File: config.mk
export PLATFORM = sky130hd
export DESIGN_NAME = regs_bank
export DESIGN_NICKNAME = d
export VERILOG_FILES = /design/src/rtl/regs_bank_pkg.sv /design/src/rtl/regs_bank_port.sv /design/src/rtl/regs_bank.sv
export SDC_FILE = /design/constraint.sdc
export NUM_CORES = 1
export LEC_CHECK = 0
export CAP_MARGIN = 30
export CORE_MARGIN = 2
export CORE_UTILIZATION = 30
export CTS_BUF_LIST = sky130_fd_sc_hd__clkbuf_16
export DETAILED_ROUTE_END_ITERATION = 8
export PLACE_DENSITY = 0.58
export SYNTH_ARGS = -nofsm -noshare
export SYNTH_HDL_FRONTEND = slang
export SYNTH_SLANG_ARGS = --single-unit
File: constraint.sdc
create_clock -name clk -period 3.65 [get_ports clk]
set_input_delay 1.095 -clock clk [delete_from_list [all_inputs] [get_ports clk]]
set_output_delay 1.095 -clock clk [all_outputs]
set_load 0.05 [all_outputs]
File: src/rtl/regs_bank_pkg.sv
// Shared field positions, counter width and saturating increment for the
// port control/status register bank.
package regs_bank_pkg;

  localparam int EN_BIT      = 0;
  localparam int ERR_BIT     = 1;
  localparam int IDLE_BIT    = 2;
  localparam int IRQEN_BIT   = 3;
  localparam int ID_LSB      = 4;
  localparam int CNT_LSB     = 8;
  localparam int DEC_CNT_LSB = 24;
  localparam int DEC_CLR_BIT = 31;
  localparam int CNT_W       = 8;

  function automatic logic [CNT_W-1:0] satInc(input logic [CNT_W-1:0] value);
    return (value == {CNT_W{1'b1}}) ? value : value + 1'b1;
  endfunction

endpackage

File: src/rtl/regs_bank_port.sv
// One port's control register: RW enable/irq_en/port_id, W1C sticky error
// flag with a saturating event counter, and this port's interrupt term.
module regs_bank_port
  import regs_bank_pkg::*;
#(
  parameter int ID_W     = 2,
  parameter int PORT_IDX = 0
) (
  input  logic            clk,
  input  logic            reset,
  input  logic            wrEn_i,
  input  logic [31:0]     writeVal_i,
  input  logic            errEvent_i,
  input  logic            idle_i,
  output logic [31:0]     regVal_o,
  output logic            enable_o,
  output logic [ID_W-1:0] portId_o,
  output logic            errSticky_o,
  output logic            irqTerm_o
);

  logic             enable_q, enable_d;
  logic             irqEn_q, irqEn_d;
  logic [ID_W-1:0]  portId_q, portId_d;
  logic             errSticky_q, errSticky_d;
  logic [CNT_W-1:0] errCnt_q, errCnt_d;
  logic             clearErr;
  logic             unusedWrBits;

  assign unusedWrBits = ^writeVal_i;

  // An error event wins over a simultaneous clear, leaving a count of one.
  always_comb begin
    clearErr    = wrEn_i & writeVal_i[ERR_BIT];
    enable_d    = enable_q;
    irqEn_d     = irqEn_q;
    portId_d    = portId_q;
    errSticky_d = errSticky_q;
    errCnt_d    = errCnt_q;
    if (wrEn_i) begin
      enable_d = writeVal_i[EN_BIT];
      irqEn_d  = writeVal_i[IRQEN_BIT];
      portId_d = writeVal_i[ID_LSB +: ID_W];
    end
    if (errEvent_i) begin
      errSticky_d = 1'b1;
      errCnt_d    = clearErr ? CNT_W'(1) : satInc(errCnt_q);
    end else if (clearErr) begin
      errSticky_d = 1'b0;
      errCnt_d    = '0;
    end
  end

  always_ff @(posedge clk) begin
    if (reset) begin
      enable_q    <= 1'b0;
      irqEn_q     <= 1'b0;
      portId_q    <= ID_W'(PORT_IDX);
      errSticky_q <= 1'b0;
      errCnt_q    <= '0;
    end else begin
      enable_q    <= enable_d;
      irqEn_q     <= irqEn_d;
      portId_q    <= portId_d;
      errSticky_q <= errSticky_d;
      errCnt_q    <= errCnt_d;
    end
  end

  always_comb begin
    regVal_o                      = '0;
    regVal_o[EN_BIT]              = enable_q;
    regVal_o[ERR_BIT]             = errSticky_q;
    regVal_o[IDLE_BIT]            = idle_i;
    regVal_o[IRQEN_BIT]           = irqEn_q;
    regVal_o[ID_LSB +: ID_W]      = portId_q;
    regVal_o[CNT_LSB +: CNT_W]    = errCnt_q;
  end

  assign enable_o    = enable_q;
  assign portId_o    = portId_q;
  assign errSticky_o = errSticky_q;
  assign irqTerm_o   = errSticky_q & irqEn_q;

endmodule

File: src/rtl/regs_bank.sv
// Parametrised per-port control/status register bank with a global status
// register, decode-error accounting and a registered interrupt.
module regs_bank
  import regs_bank_pkg::*;
#(
  parameter int NUM_PORTS   = 2,
  parameter int ID_W        = 2,
  parameter int ADDR_SIZE_P = 5
) (
  input  logic                      clk,
  input  logic                      reset,
  input  logic                      req,
  input  logic                      rd_wr,
  input  logic [ADDR_SIZE_P-1:0]    addr,
  input  logic [31:0]               write_val,
  output logic [31:0]               read_val,
  output logic                      ack,
  output logic                      resp_err,
  input  logic [NUM_PORTS-1:0]      cfg_ctrl_err,
  input  logic [NUM_PORTS-1:0]      cfg_ctrl_idle,
  output logic [NUM_PORTS-1:0]      cfg_port_enable,
  output logic [NUM_PORTS*ID_W-1:0] cfg_port_id,
  output logic                      irq
);

  logic [31:0]          portReg [NUM_PORTS];
  logic [NUM_PORTS-1:0] portWr, errSticky, irqTerm;
  logic                 isGlobal, isMapped, decErr, decClr;
  logic [CNT_W-1:0]     decCnt_q, decCnt_d;
  logic [31:0]          globalVal, rdData, readVal_q, readVal_d;
  logic                 ack_q, respErr_q, irq_q;

  assign isGlobal = (addr == ADDR_SIZE_P'(NUM_PORTS));
  assign isMapped = (addr <= ADDR_SIZE_P'(NUM_PORTS));
  assign decErr   = req & ~isMapped;
  assign decClr   = req & ~rd_wr & isGlobal & write_val[DEC_CLR_BIT];

  for (genvar p = 0; p < NUM_PORTS; p++) begin : gPort
    assign portWr[p] = req & ~rd_wr & (addr == ADDR_SIZE_P'(p));

    regs_bank_port #(
      .ID_W     (ID_W),
      .PORT_IDX (p)
    ) uPort (
      .clk         (clk),
      .reset       (reset),
      .wrEn_i      (portWr[p]),
      .writeVal_i  (write_val),
      .errEvent_i  (cfg_ctrl_err[p]),
      .idle_i      (cfg_ctrl_idle[p]),
      .regVal_o    (portReg[p]),
      .enable_o    (cfg_port_enable[p]),
      .portId_o    (cfg_port_id[p*ID_W +: ID_W]),
      .errSticky_o (errSticky[p]),
      .irqTerm_o   (irqTerm[p])
    );
  end

  always_comb begin
    globalVal                          = '0;
    globalVal[NUM_PORTS-1:0]           = errSticky;
    globalVal[DEC_CNT_LSB +: CNT_W]    = decCnt_q;
  end

  // Unmapped addresses fall through to zero read data.
  always_comb begin
    rdData = '0;
    if (isGlobal) begin
      rdData = globalVal;
    end
    for (int p = 0; p < NUM_PORTS; p++) begin
      if (addr == ADDR_SIZE_P'(p)) begin
        rdData = portReg[p];
      end
    end
    readVal_d = (req & rd_wr) ? rdData : '0;
  end

  always_comb begin
    decCnt_d = decCnt_q;
    if (decErr) begin
      decCnt_d = satInc(decCnt_q);
    end else if (decClr) begin
      decCnt_d = '0;
    end
  end

  always_ff @(posedge clk) begin
    if (reset) begin
      ack_q     <= 1'b0;
      respErr_q <= 1'b0;
      readVal_q <= '0;
      irq_q     <= 1'b0;
      decCnt_q  <= '0;
    end else begin
      ack_q     <= req;
      respErr_q <= decErr;
      readVal_q <= readVal_d;
      irq_q     <= |irqTerm;
      decCnt_q  <= decCnt_d;
    end
  end

  assign ack      = ack_q;
  assign resp_err = respErr_q;
  assign read_val = readVal_q;
  assign irq      = irq_q;

endmodule

Word level (Yosys, flattened, before mapping):

Cells that the tools add are included.

* word-level logic and storage cells: 73
* memories kept: 0
* memory bits (writable): 0
* bits in latches: 0
* register bits: 69
* ROM bits: 0

* bitwise operators: 15
* multipliers: 0
* order comparisons: 1
* add/sub/neg operators: 3
* eq/ne operators: 8
* shift operators: 0
* div/mod/pow operators: 0
* mux-type cells: 18
* reduce and logical (&&, ||, !) cells: 11

Operators by type and width (number)
* $mux W8: 11
* $mux W16: 2
* $add A8 B1 Y8 const B: 3
* $eq A8 B8 Y1 const B: 3
* $and A1 B1 Y1: 11
* $reduce_and A2 Y1: 3
* $reduce_bool A2 Y1: 3
* $eq A5 B1 Y1 const B: 1
* $eq A5 B2 Y1 const B: 1
* $le A5 B2 Y1 const B: 1
* $logic_not A5 Y1: 1
* $reduce_or A5 Y1: 1
* $mux W1: 4
* $ne A2 B1 Y1 const B: 2
* $not A1 Y1: 4
* $reduce_or A2 Y1: 2
* $reduce_or A4 Y1: 1
* $mux W2: 1
* $ne A2 B2 Y1 const B: 1

Depth between registers and ports, before layout:

* word-level depth: 6
* gate-level depth with buffers: 6
* depth with buffers taken out: 5

By module:

A second synthesis with hierarchy kept.

* cell total of the unflattened synthesis: 374
* area, all modules: 3439.5 um^2

By module, submodules not included
* regs_bank: cells an instance 186, sequential area each 860.8 um^2, area each 1809.2 um^2, instances 1
* regs_bank_port at gPort[1].uPort: cells an instance 94, sequential area each 260.2 um^2, area each 815.8 um^2, instances 1
* regs_bank_port at gPort[0].uPort: cells an instance 94, sequential area each 260.2 um^2, area each 814.5 um^2, instances 1

Worst setup path after synthesis:

No wires, ideal clock.

* path type: input -> register
* start: input port addr[0]
* end: register decCnt_q[4]
* buffers on the path: 0
* slack: 1.636 ns
* stages on the path: 4
* required time: 3.514 ns
* data arrival time: 1.879 ns
* cells stage by stage: a2111oi_4 nor2b_1 a41oi_1 a311oi_2

* longest elaborated chain between the ends: 5

RTL lines
* start, declared: line regs_bank.sv:14 `input logic [ADDR_SIZE_P-1:0] addr,`
* $le A5 B2 Y1 / $eq A5 B2 Y1 (equally long branches): line regs_bank.sv:34, regs_bank.sv:33
* $not A1 Y1 / $and A1 B1 Y1 (equally long branches): line regs_bank.sv:35, regs_bank.sv:36
* $and A1 B1 Y1, on equally long branches: line regs_bank.sv:35, regs_bank.sv:36
* $ne A2 B2 Y1 (no line) / $reduce_bool A2 Y1 (equally long branches)
* $reduce_and A2 Y1 (no line)
* end signal, assigned: line regs_bank.sv:100 `decCnt_q <= decCnt_d;`
* end, declared: line regs_bank.sv:29 `logic [CNT_W-1:0] decCnt_q, decCnt_d;`

Parallel ways exist; a longest one is shown, timed or not.
A chain may end at the register's enable or synchronous reset.

Worst setup path after layout:

* start: input port addr[2]
* end: register readVal_q[2], in the netlist read_val[2]

* longest elaborated chain between the ends: 3

RTL lines
* $logic_not A5 Y1: line regs_bank.sv:72 `if (addr == ADDR_SIZE_P'(p)) begin`
* $mux W16: line regs_bank.sv:72
* $mux W16 *: line regs_bank.sv:72
* end signal, assigned: line regs_bank.sv:98 `readVal_q <= readVal_d;`
* end, declared: line regs_bank.sv:30 `logic [31:0] globalVal, rdData, readVal_q, readVal_d;`

Mark *: on every way between the ends. The rest lies on a longest branch, timed or not.

==> flow_summary_export.csv <==
group,metric,value,unit
yosys,synth-seq-cells,59,
finish,number_of_antenna_repair_diodes,0,
drt,routed_via_count,2227,
sta,slew_headroom,56.03,%
sta,finClkSkew,0.005454,ns
pwr,power.share.sequential,38.2,%
pwr,switchingPower,381.4,uW
worst_setup_path,worst_r2r_startpoint,"decCnt_q[0]$_SDFFE_PP0P_",
clocking,clkTransAtPathRegs,0.06,ns
global_routing,sum_of_overflow_across_all_layers_after_global_routing,0,
finish,final.fill_count,881,
worst_hold_path,timing.hold.worst_path_depth,2,
place,portBuffers,49,
worst_setup_path,worstSetupEndpointType,"register",
sta,finalSetupViolCount,0,
worst_setup_path,worst-path-max-fanout,17,
worst_hold_path,worst_hold_startpoint,"gPort[0].uPort.enable_o$_SDFFE_PP0P_",
finish,mostFrequentLayoutCell,"dfxtp_1",
worst_hold_path,min_to,"gPort[0].uPort.enable_o$_SDFFE_PP0P_",
pwr,p_sw_share,21.90,%
pwr,int_power,1360,uW
drt,drt_first_pass_iters,4,
clocking,clockRootBuffer,"clkbuf_16",
worst_setup_path,critical_path_required,3.91,ns
pwr,vdd.ir_drop.worst,0.2818,mV
place,dpl_cell_area,3202,sq um
worst_setup_path,reg2regPathDepth,5,
sta,min_period,2.656,ns
floorplan,floorplan.die.height,98.45,um
yosys,synth_area_leaders,"dfxtp_1, nand3_1, a22oi_1, buf_4, nor2_1",
clocking,cts-htree-levels,3,
finish,final_area,3543,sq um
run_status,outcome,"finished, final reports clean",
clocking,hold_buffers,0,
floorplan,ioPinCount,86,
global_routing,maximum_number_of_pins_on_one_net_before_global_route_repair,18,
worst_setup_path,cp_data_arrival_time,2.92,ns
sta,tns,0,ns
clocking,cts-resized-gates,0,
clocking,clock_tree_from_tritoncts,"done",
sta,report.final.slew_viol_count,0,
worst_setup_path,element_type_at_the_critical_path_start,"input port",
yosys,synthesis.area_per_instance,9.293,sq um
drt,finalWirelength,6.036,mm
drt,remaining_drc_errors,0,
place,post-dp-hpwl,4.351,mm
finish,multiInputGateArea,1350,sq um
global_routing,first_global_vias,2078,
worst_setup_path,critical_setup_path_kind,"input port to register",
run,maxCapViolations,0,
yosys,synth_largest_type_area_fraction,44.13,%
place,routabilityCongestion,0.8383,
floorplan,core_region_area,8678,sq um
drt,antenna_violating_nets_post_route,0,
pwr,overall_power,1741,uW
finish,mostFrequentLayoutCells,"dfxtp_1, clkdlybuf4s50_1, nor2_1",
sta,timing.final.hold_violations,0,
floorplan,placementRows,34,
finish,seqCellArea,1181,sq um
worst_setup_path,reg2reg_setup_slack,2.03,ns
clocking,clk_latency,0.33,ns
yosys,netlist.top_cell.by_area,"dfxtp_1",
pwr,power.share.clock,55.3,%
finish,core_util_final,40.83,%
global_routing,grt_util_all_layers,13.03,%
sta,rsz_0062_raised_after_global_routing,"no",
global_routing,grt_antenna_before_repair,0,
finish,final_layout_size_suffix_gt1_share,9.593,%
worst_setup_path,crit-reg2reg-capture,"decCnt_q[5]$_SDFFE_PP0P_",
drt,drt-initial-drc-count,112,
finish,syn_to_final_growth,32.40,%
floorplan,dieWidth,98.45,um
drt,vias_per_cell,4.927,
floorplan,design.die.area,9692,sq um
global_routing,grt_first_pass_wirelength,10.25,mm
yosys,synth.yosys.seq_area_share,44.13,%
worst_hold_path,worstHoldPathType,"register to register",
clocking,maximum_count_of_clock_buffers_along_a_single_path,2,
yosys,synth.cell_area,2676,sq um
sta,worst_pin_slew,0.6596,ns
drt,post_drt_wl_per_cell,13.35,um
clocking,cts_buffers,9,
clocking,numClockSinks,59,
pwr,leakage_power,0.001224,uW
sta,final.period_utilization,72.76,%
pwr,power.density,491.4,nW/um^2
sta,max_clock_freq,376.5,MHz
place,dp_worst_setup_slack,0.6544,ns
pwr,power.share.combinational,6.5,%
yosys,count_of_unique_library_cells_instantiated_by_yosys,53,
yosys,synth_cells,288,
floorplan,floorplan.initialDensity,30.84,%
finish,final_nets,387,
clocking,post-cts-setup-buffer-count,0,
sta,setup_slack,0.9941,ns
yosys,synth-warning-count,0,
-- stage by stage --
| step | std cells | hold slack (ns) |
|---|---|---|
| CTS | 452 | 0.4710 |
| global route | 452 | 0.5111 |
| detailed placement | 436 | 0.4637 |
| global placement | 436 | 0.4600 |
| floorplan | 297 | 0.4494 |
| finish | 452 | 0.4697 |
-- synth_stat cells, drive strengths merged --
library cell  instances
xnor2                 3
o31ai                 6
nand4                 4
a31oi                 2
nand3                25
o221ai                1
dfxtp                59
and2b                 2
nor3                  9
and3                  3
a311oi                2
nand2                21
clkbuf                2
nand4b                1
nor2b                 7
o2111ai               2
a21oi                19
and2                 11
and3b                 1
o21a                  3
o21ai                10
a22oi                13
or2b                  1
a41oi                 1
or3                   3
a211oi                1
o311ai                2
ha                    3
a2111oi               1
nand3b                1
o211ai                2
nor3b                 1
and4                  2
buf                  18
mux2i                 5
or4                   2
o22ai                 2
nor2                 26
conb                  1
inv                   8
xor2                  2
-- layout make-up --
type,count,area share [%]
multi-input cells,210,38.10
flip-flops and latches,59,33.33
repair buffers,51,14.27
clock buffers,9,6.356
well taps,108,3.814
clock inverters,7,3.284
inverters,8,0.8475
-- sequential cells by signal, indices dropped and copies added, names as in the netlist --
register                 count
read_val                    22
gPort.uPort.errCnt_q        16
decCnt_q                     8
gPort.uPort.portId_o         4
gPort.uPort.enable_o         2
gPort.uPort.errSticky_o      2
gPort.uPort.irqEn_q          2
ack                          1
irq                          1
resp_err                     1
-- power by group through the flow --
stage	Combinational (uW)	Sequential, uW	Clock [uW]
floorplan	76.1	682	0
global placement	113	679	0
detailed placement	115	679	0
CTS	115	665	975
global route	125	666	1010
finish	114	665	962
-- worst max path at each step --
stage                       start                  endpoint  depth (start not counted)
after floorplan           addr[0]  decCnt_q[4]$_SDFFE_PP0P_                          4
after global placement    addr[2]    read_val[2]$_SDFF_PP0_                          5
after detailed placement  addr[2]    read_val[2]$_SDFF_PP0_                          5
after CTS                 addr[2]    read_val[2]$_SDFF_PP0_                          5
after global routing      addr[2]    read_val[2]$_SDFF_PP0_                          5
final                     addr[2]    read_val[2]$_SDFF_PP0_                          5
-- cells by family (layout without fill, tap and decap cells) --
group,count (synthesis),after routing,synth area share [%]
other,1,10,0.1401
buffers and inverters,28,75,6.685
XOR/XNOR,5,5,1.637
adder cells (fa/ha/maj),3,3,1.403
flip-flops,59,59,44.13
multiplexers,5,5,1.870
AND/OR/NAND/NOR,120,120,25.34
AO/OA/AOI/OAI,67,67,18.79
-- metal layers --
metal	wire length, um	track usage (%)	vias to the layer above	share of wire (%)
met1	2837	18.15	1030	47
met5	0	0	-	0
li1	-	-	1121	-
met2	2758	19.05	66	46
met3	309	2.979	10	5.1
met4	131	6.322	0	2.2
-- critical path, stage by stage --
cell,delay (ns)
clkdlybuf4s50_1,0.49
nor3_4,0.36
and2_1,0.60
a22oi_1,0.23
nor2_1,0.14
(Power assumes the default switching activity.)
